==> config.mk <==
export PLATFORM = sky130hd
export DESIGN_NAME = hazard_stall_unit
export DESIGN_NICKNAME = d
export VERILOG_FILES = /design/src/rtl/hazard_stall_unit.sv
export SDC_FILE = /design/constraint.sdc
export NUM_CORES = 1
export LEC_CHECK = 0
export BUFFER_PORTS_ARGS = -buffer_cell sky130_fd_sc_hd__buf_2
export CAP_MARGIN = 20
export CORE_AREA = 2 2 46 48
export DETAILED_ROUTE_END_ITERATION = 6
export DIE_AREA = 0 0 48 50
export GPL_TIMING_DRIVEN = 1
export PLACE_DENSITY = 0.87
export SLEW_MARGIN = 10
export SYNTH_ARGS = -nofsm -noshare
export SYNTH_HDL_FRONTEND = slang
export SYNTH_SLANG_ARGS = --single-unit
==> constraint.sdc <==
create_clock -name clk -period 3.6 [get_ports clk]
set_clock_uncertainty 0.2 [all_clocks]
set_input_delay 0.18 -clock clk [delete_from_list [all_inputs] [get_ports clk]]
set_output_delay 0.18 -clock clk [all_outputs]
set_load 0.02 [all_outputs]
==> src/rtl/hazard_stall_unit.sv <==
// hazard_stall_unit
//   Pipeline interlock controller for the 5-stage KGP-RISC core. Generates
//   the stall / flush controls the forwarding path cannot resolve:
//   load-use bubble, taken-branch flush of IF/ID and ID/EX, and a whole-
//   pipeline freeze while data memory has not acknowledged an EX/MEM
//   access (with a timeout that raises mem_error for one cycle).
//
// Parameters
//   MEM_TIMEOUT : frozen cycles allowed before timeout (2..65535)
//   CNT_W       : performance counter width
//
// Ports
//   clk, rst_n                    clock, asynchronous active-low reset
//   if_id_rs/rt, if_id_uses_rt    ID-stage source registers
//   id_ex_rt, id_ex_memread       EX-stage load destination / load flag
//   branch_taken                  taken branch/jump resolved in EX
//   mem_req, mem_ack              data memory handshake for EX/MEM
//   pc_write, *_write             pipeline register write enables
//   id_ex_bubble, mem_wb_bubble   NOP insertion
//   if_id_flush, id_ex_flush      register clears on taken branch
//   mem_error                     one-cycle pulse on access timeout
//   stall_cycles, flush_count     performance counters
//
// Configuration
//   HAZARD_PERF_CNT_EN : when defined, builds saturating counters for
//   stall cycles and flushes; otherwise both outputs are tied to 0.

module hazard_stall_unit #(
    parameter int MEM_TIMEOUT = 16,
    parameter int CNT_W       = 16
) (
    input  logic             clk,
    input  logic             rst_n,
    input  logic [4:0]       if_id_rs,
    input  logic [4:0]       if_id_rt,
    input  logic             if_id_uses_rt,
    input  logic [4:0]       id_ex_rt,
    input  logic             id_ex_memread,
    input  logic             branch_taken,
    input  logic             mem_req,
    input  logic             mem_ack,
    output logic             pc_write,
    output logic             if_id_write,
    output logic             id_ex_write,
    output logic             ex_mem_write,
    output logic             id_ex_bubble,
    output logic             if_id_flush,
    output logic             id_ex_flush,
    output logic             mem_wb_bubble,
    output logic             mem_error,
    output logic [CNT_W-1:0] stall_cycles,
    output logic [CNT_W-1:0] flush_count
);

    localparam int WCNT_W = $clog2(MEM_TIMEOUT);
    localparam logic [WCNT_W-1:0] WCNT_LAST = WCNT_W'(MEM_TIMEOUT - 1);

    typedef enum logic [1:0] {RUN, MEM_WAIT, TIMEOUT} state_e;

    state_e            state_q, state_d;
    logic [WCNT_W-1:0] wcnt_q, wcnt_d;
    logic              freeze;
    logic              load_use;

    always_ff @(posedge clk or negedge rst_n) begin
        if (!rst_n) begin
            state_q <= RUN;
            wcnt_q  <= '0;
        end else begin
            state_q <= state_d;
            wcnt_q  <= wcnt_d;
        end
    end

    assign freeze = (state_q == RUN && mem_req && !mem_ack) ||
                    (state_q == MEM_WAIT && !mem_ack);

    assign load_use = id_ex_memread && (id_ex_rt != 5'd0) &&
                      ((id_ex_rt == if_id_rs) ||
                       (if_id_uses_rt && id_ex_rt == if_id_rt));

    always_comb begin
        state_d       = state_q;
        wcnt_d        = wcnt_q;
        pc_write      = 1'b1;
        if_id_write   = 1'b1;
        id_ex_write   = 1'b1;
        ex_mem_write  = 1'b1;
        id_ex_bubble  = 1'b0;
        if_id_flush   = 1'b0;
        id_ex_flush   = 1'b0;
        mem_wb_bubble = 1'b0;
        mem_error     = 1'b0;

        // Next state
        unique case (state_q)
            RUN: begin
                if (mem_req && !mem_ack) begin
                    state_d = MEM_WAIT;
                    wcnt_d  = WCNT_W'(1);
                end
            end
            MEM_WAIT: begin
                if (mem_ack) begin
                    state_d = RUN;
                    wcnt_d  = '0;
                end else if (wcnt_q == WCNT_LAST) begin
                    state_d = TIMEOUT;
                    wcnt_d  = '0;
                end else begin
                    wcnt_d  = wcnt_q + WCNT_W'(1);
                end
            end
            TIMEOUT: begin
                state_d = RUN;
                wcnt_d  = '0;
            end
            default: begin
                state_d = RUN;
                wcnt_d  = '0;
            end
        endcase

        // Outputs: freeze > branch > load-use > normal flow
        if (freeze) begin
            pc_write      = 1'b0;
            if_id_write   = 1'b0;
            id_ex_write   = 1'b0;
            ex_mem_write  = 1'b0;
            mem_wb_bubble = 1'b1;
        end else begin
            if (branch_taken) begin
                if_id_flush = 1'b1;
                id_ex_flush = 1'b1;
            end else if (load_use && state_q != TIMEOUT) begin
                // TIMEOUT keeps every write enable high, so no stall there
                pc_write     = 1'b0;
                if_id_write  = 1'b0;
                id_ex_bubble = 1'b1;
            end
            if (state_q == TIMEOUT) begin
                // faulted access result is discarded on its way to WB
                mem_error     = 1'b1;
                mem_wb_bubble = 1'b1;
            end
        end
    end

`ifdef HAZARD_PERF_CNT_EN
    logic [CNT_W-1:0] stall_q, flush_q;

    always_ff @(posedge clk or negedge rst_n) begin
        if (!rst_n) begin
            stall_q <= '0;
            flush_q <= '0;
        end else begin
            if ((freeze || id_ex_bubble) && stall_q != '1)
                stall_q <= stall_q + CNT_W'(1);
            if (if_id_flush && flush_q != '1)
                flush_q <= flush_q + CNT_W'(1);
        end
    end

    assign stall_cycles = stall_q;
    assign flush_count  = flush_q;
`else
    assign stall_cycles = '0;
    assign flush_count  = '0;
`endif

endmodule

After elaboration in Yosys (flattened, before gate mapping)
Index checks and enable logic that the tools add are counted.
Storage, ports and cells
  output and inout port bits: 41
  logic and storage cells: 45
  input port bits: 22
  register bits: 6
Operators by class
  add/subtract/negate cells: 1
  mux-type cells: 20
  eq/ne operators: 8
  reductions and logical operators: 14
Operator list (number)
  $mux W1: 12
  $mux W4: 3
  $eq A5 B5 Y1: 2
  $logic_and A1 B1 Y1: 8
  $pmux W4 S2: 1
  $mux W2: 3
  $reduce_bool A5 Y1: 1
  $add A4 B1 Y4 const B: 1
  $eq A4 B4 Y1 const B: 1
  $pmux W2 S2: 1
  $ne A3 B2 Y1 const B: 1
  $eq A2 B1 Y1 const B: 1
  $eq A2 B2 Y1 const B: 1
  $logic_not A2 Y1: 1
  $logic_or A1 B1 Y1: 2
  $ne A2 B1 Y1 const B: 1
  $ne A2 B2 Y1 const B: 1
  $reduce_and A2 Y1: 1
  $logic_not A1 Y1: 1

Logic depth before layout (Yosys ltp)
Gate-level depths: netlist of run 1.
  depth in word-level cells: 8
  mapped depth: 5
  gate-level depth less buffers: 5

Least setup slack after synthesis of run 1
OpenSTA, ideal clock, no wires.
  kind: register -> output
  from: register state_q[0]
  to: output port pc_write
  required time: 3.220 ns
  setup slack: 1.577 ns
  stages on the path, launching flop included: 6
  arrival: 1.643 ns
  buffers on the path: 2
  path through: dfrtp_1 nor2_1 or3_1 clkbuf_1 a21boi_1 buf_4
On the way
  longest elaborated chain between the ends: 5
  elaborated cells between the ends (all ways): 11
  those cells by class: eq/ne (2); mux (3); reduce/logical (6)
Ends and longest elaborated chain
  start, declared: RTL line 60  | state_e state_q, state_d;
  start signal, assigned: RTL line 70  | state_q <= state_d;
  $ne A2 B2 Y1 or $logic_not A2 Y1 (tied branches): RTL line 135, 75
  $logic_and A1 B1 Y1 (on tied branches): RTL line 135, 75
  $mux W1 or $logic_and A1 B1 Y1 (tied branches)
  $mux W1 or $logic_or A1 B1 Y1 (tied branches)
  $mux W1 (*)
  end, declared: RTL line 42  | output logic pc_write,
Mark *: on every way between the ends. The rest lies on a longest branch, timed or not.

Worst setup path in the final report of run 1
  from: register state_q[1]
  to: output port id_ex_bubble
On the way
  longest elaborated chain between the ends: 5
  elaborated cells between the ends (all ways): 11
  those cells by class: eq/ne (2); mux (3); reduce/logical (6)
Ends and longest elaborated chain
  $ne A2 B2 Y1 or $logic_not A2 Y1 (tied branches): RTL line 135, 75
  $logic_and A1 B1 Y1 (on tied branches): RTL line 135, 75
  $mux W1 or $logic_and A1 B1 Y1 (tied branches): RTL line 135, 75
  $mux W1 or $logic_or A1 B1 Y1 (tied branches): RTL line 132, 75
  $mux W1 (*): RTL line 125  | if (freeze) begin
  end, declared: RTL line 46  | output logic id_ex_bubble,
Marked as above.

==> reports/results.ini, run 1 <==
[run_status]
outcome=finished clean

[power_and_ir_drop]
powerDensity_nw_per_um2=294
vdd_drop_max_mv=0.183
leakage_nw=0.432

[global_routing]
antenna_found_initial=0
grt_usage=0.120
gr-total-overflow=0
first_global_vias=520
grt_pass1_wl_microns=2060
grt_max_degree=8

[clocking]
clk_pin_slew_worst_paths_ps=40
cts_buffers=3
ctsLongestPathBuffers=2
cts_root_buf=clkbuf_4
htree_levels=1
cts_tree=built
insertion_delay_ps=230
cts_sinks=6
cts_resized=0

[yosys]
synth-xor-area-share=0.121
avgSynthCellArea_sq_um=8.06
syn_inst=90
synth_cell_types=27
synth_seq_cells=6
synth_area_sq_um=726
muxShareOfSynthArea=0
synth-simple-area-share=0.152
synth_compound_area_frac=0.116
ys_seq_area_frac=0.207
synthAdderAreaFrac=0.0172
synth_top_family_by_area=buffers and inverters
ys.warnings.count=0

[hold_path]
hold_path_class=in2async

[route]
viasPerCell=3.91
drc=0
drt_iter0_drc=3
wl_per_cell_microns=8.82
vias=571
first_pass_iters=3
routed_wl_microns=1290
ant_nets=0

[worst_setup_path]
reg2reg_to=wcnt_q[3]
crit_type=reg2out
worstSetupEndpoint=id_ex_bubble
arrival_ps=1520
start_kind=register
cp_max_fo=5
critPathCaptureType=primary output
reg2reg_depth=5
crit_required_ps=3220
reg2reg_slack_ps=2180
crit_path_start=state_q[1]
r2r-start=wcnt_q[0]

[final_layout]
fin_nets=144
final-seq-area_sq_um=150
synthToLayoutAreaGrowth_pct=9.14
layout_commonest_cell=conb_1
drive_gt1_frac=0.286
multi_input_area_sq_um=414
fillerInstances=197
layout_common_cells=32 x conb_1, 30 x buf_2, 10 x xnor2_1, 6 x dfrtp_1
diodes=0
fin_util=0.416

[die]
io_pins=63
initial_utilization=0.382
coreArea_sq_um=1900
dieArea_sq_um=2400
die_h_microns=50
fp-row-count=16
die_x_microns=48

[sta]
setup_viol=0
finalCritPeriodShare=0.527
final.setup.tns_ps=0
rsz0062_at_grt=no
drv_slew=0
period_minus_slack_ps=1900
hold_viol=0
timing.fmax_mhz=527

[placed_design]
portBuffers=30
finalWeightedCongestion=0.860
dp_hpwl_microns=1150

[flow_run]
maxCapViolations=0

how the worst min path moves through the flow:
stage	start	to	slack, ps	cells after the start
after floorplan	rst_n	state_q[0]	-320	0
after global placement	rst_n	wcnt_q[1]	-200	1
after detailed placement	rst_n	wcnt_q[1]	-200	1
after CTS	rst_n	wcnt_q[3]	80	2
after global routing	rst_n	state_q[1]	110	2
final	rst_n	wcnt_q[3]	90	2
timing repair:
item,in CTS,in global routing
setup buffers,0,0
hold endpoints to repair,6,0
hold buffers,1,0
where the power goes:
group	switching [W]	leakage, nW	internal (W)	total, W
Sequential	0.00000810	0.0798	0.0000735	0.0000816
Clock	0.0000199	0.0138	0.0000374	0.0000573
Combinational	0.0000619	0.339	0.0000319	0.0000938
Total	0.0000899	0.432	0.000143	0.000233
cells by family (layout without fill, tap and decap cells):
logic type | Yosys count | in the layout
AO/OA/AOI/OAI | 13 | 13
adder cells (fa/ha/maj) | 1 | 1
other | 1 | 32
flip-flops | 6 | 6
AND/OR/NAND/NOR | 20 | 20
buffers and inverters | 39 | 37
XOR/XNOR | 10 | 10
flip-flops by register name, summed over array words and instances, names as in the netlist:
signal / cells
wcnt_q: 4
state_q: 2
worst max-delay path: stages, from the launching register on:
cell and delay (ps):
dfrtp_1 410, inv_1 90, nor2_1 50, nor4b_1 370
and3_1 200, buf_2 160
through the flow:
step | setup WS, ps | cell area, sq um | hold slack, ps | total power (W) | instances
2_1_floorplan | 1580 | 842 | -316 | 0.000177 | 121
3_3_place_gp | 1840 | 759 | -198 | 0.000172 | 142
3_5_place_dp | 1840 | 759 | -196 | 0.000175 | 142
4_1_cts | 1700 | 792 | 81.9 | 0.000237 | 146
5_1_grt | 1550 | 792 | 113 | 0.000251 | 146
6_report | 1700 | 792 | 94.3 | 0.000233 | 146
cell usage after synthesis:
cell      count  area share
ha_1          1       0.017
nor3_1        1      0.0069
a21boi_1      2       0.021
a21o_1        1       0.010
a211oi_1      1       0.010
clkbuf_1      1      0.0052
o21ai_1       5       0.034
or4_1         1       0.010
xnor2_1      10        0.12
and3_1        1      0.0086
or3_1         1      0.0086
and2_1        1      0.0086
nor2b_1       1      0.0086
nor3b_2       1       0.017
a41oi_1       1       0.012
nor2_1        5       0.026
o22ai_1       1      0.0086
nand3_1       1      0.0069
dfrtp_1       6        0.21
a21oi_1       1      0.0069
buf_4        35        0.36
inv_1         3       0.016
conb_1        1      0.0052
nand4_1       2       0.017
nand2_1       4       0.021
a22o_1        1       0.012
nor4b_1       1       0.012
metal layers:
| layer | vias to the layer above | GRT usage | routed length [microns] |
|---|---|---|---|
| met5 | - | 0 | 0 |
| met4 | 0 | 0.0676 | 0 |
| met3 | 0 | 0.0220 | 75 |
| met2 | 29 | 0.207 | 779 |
| met1 | 252 | 0.128 | 432 |
| li1 | 290 | - | - |
area by class of cell:
cell class,count,area share
flip-flops and latches,6,0.190
clock buffers,3,0.0284
repair buffers,31,0.202
multi-input cells,76,0.523
well taps,27,0.0427
inverters,3,0.0142
(Power assumes the default switching activity.)
==> run 2: changes to the inputs <==
CORE_AREA = 2 2 50 52   (was 2 2 46 48)
DIE_AREA = 0 0 52 54   (was 0 0 48 50)
PLACE_DENSITY = 0.79   (was 0.87)
clock period = 1.7 ns   (was 3.6 ns; I/O delays follow)
==> run 2 against run 1 <==
Net effect:
- via count rose by 12%
- power rose by 130%
- utilization fell by 3.0 points
==> reports/results.ini, run 2 (synthesis results as in run 1) <==
[sta]
period_minus_slack_ps=1690
finalCritPeriodShare=0.993
setup_slack_ps=11.5  ; -1690 ps
timing.fmax_mhz=592
drv_slew=0  ; unchanged
hold_viol=0  ; unchanged
setup_viol=0  ; unchanged
rsz0062_at_grt=yes

[die]
die_x_microns=52  ; +8.3%
dieArea_sq_um=2810  ; +17%
io_pins=63  ; unchanged
die_h_microns=54  ; +8.0%
initial_utilization=0.313  ; -0.0687
coreArea_sq_um=2320  ; +22%
fp-row-count=18  ; +2

[worst_setup_path]
crit_required_ps=1410  ; -1810 ps
r2r-start=state_q[0]
cp_max_fo=3  ; -2
reg2reg_to=wcnt_q[2]
start_kind=register
crit_type=reg2out
critPathCaptureType=primary output
cp_slowest_stage_delay_ps=400  ; about the same
cp_cell_sequence=inv_2 > nor2_2 > nor4b_2 > buf_4 > a21boi_4 > buf_6
reg2reg_slack_ps=170  ; -2010 ps
arrival_ps=1400  ; -120 ps
slowest_stage=dfrtp_1
reg2reg_depth=4  ; -1

[global_routing]
gr-total-overflow=0  ; unchanged
grt_usage=0.111  ; -0.00941
grt_max_degree=8  ; unchanged
antenna_found_initial=0  ; unchanged
first_global_vias=556  ; +6.9%
grt_pass1_wl_microns=2250  ; +9.0%

[power_and_ir_drop]
finalPower_w=0.000530  ; +130%
leakage_nw=0.485  ; +12%
powerDensity_nw_per_um2=592  ; +100%
vdd_drop_max_mv=0.198  ; +8.1%

[clocking]
cts_sinks=6  ; unchanged
ctsLongestPathBuffers=2  ; unchanged
clk_pin_slew_worst_paths_ps=50  ; about the same
cts_buffers=3  ; unchanged
cts_root_buf=clkbuf_4
insertion_delay_ps=240  ; about the same
htree_levels=1  ; unchanged
cts_tree=built

[final_layout]
synthToLayoutAreaGrowth_pct=23.4
layout_common_cells=32 x conb_1, 26 x buf_2, 10 x xnor2_1, 8 x buf_4, 6 x dfrtp_1
regMostFlops=wcnt_q
fin_nets=151  ; +4.9%
fin_util=0.386  ; -0.0303
layout_commonest_cell=conb_1
largestRegisters=wcnt_q x4, state_q x2
diodes=0  ; unchanged
drive_gt1_frac=0.365  ; +0.0794
stdcell_count=156  ; +6.8%
design_area_sq_um=896  ; +13%
largest_register_ffs=4  ; unchanged

[route]
first_pass_iters=4  ; +1
drt_iter0_drc=9  ; +6
viasPerCell=4.09  ; +4.6%
vias=638  ; +12%
wl_per_cell_microns=9.72  ; +10%
drc=0  ; unchanged
routed_wl_microns=1520  ; +18%
ant_nets=0  ; unchanged

[placed_design]
dpl_worst_slack_ps=94.1  ; -1750 ps
dpl_cell_area_sq_um=790  ; +4.0%
dp_hpwl_microns=1240  ; +7.6%
dp.cells=146  ; +2.8%
finalWeightedCongestion=0.750  ; -13%
portBuffers=30  ; unchanged

[flow_run]
maxCapViolations=0  ; unchanged

[run_status]
outcome=finished clean

[hold_path]
hold_path_class=in2async

run 2: critical path, delay by kind of cell (launching register included):
kind / cells / cell delay, ps
simple gates: 2 / 310
buf+inv: 3 / 390
compound gates: 1 / 60
flops: 1 / 400
run 2: cell type report:
type / count / area, sq um
Clock buffer: 3 / 22.5
Fill cell: 239 / 1420
Inverter: 3 / 11.3
Multi-Input combinational cell: 76 / 442
Sequential cell: 6 / 150
Tap cell: 30 / 37.5
Timing Repair Buffer: 38 / 233
run 2: repair_timing:
action / CTS / global route
pin swaps: 4 / 3
gates resized for setup: 8 / 2
setup endpoints to repair: 6 / 6
endpoints found under the hold margin: 7 / 0
cloned: 0 / 0
hold buffers: 2 / 0
setup buffers: 5 / 0
run 2: power by group:
group          total [W]  switching [W]  internal [W]
logic           0.000229       0.000140     0.0000891
clock network   0.000129      0.0000495     0.0000797
registers       0.000172      0.0000164      0.000155
run 2: how the worst max path moves through the flow:
stage,end,from,cells past startpoint,slack (ps)
3_3_place_gp,if_id_write,id_ex_rt[1],6,130
5_1_grt,pc_write,state_q[1],6,-40
4_1_cts,if_id_write,state_q[1],6,-10
3_5_place_dp,id_ex_bubble,state_q[1],5,90
2_1_floorplan,if_id_flush,state_q[1],4,40
6_report,pc_write,state_q[1],6,10
run 2: stage by stage:
step | hold WS (ps) | setup TNS (ps)
floorplan | -411 | 0
global placement | -286 | 0
detailed placement | -285 | 0
CTS | 3.10 | -33.5
global route | 16.3 | -124
finish | 2.84 | 0
run 2: metal layers:
layer  vias to the layer above  part of all wire  global-route usage
met3                         0              0.15              0.0361
met5                         -                 0                   0
met2                        45              0.53               0.224
met1                       290              0.33              0.0968
li1                        303                 -                   -
met4                         0                 0              0.0526
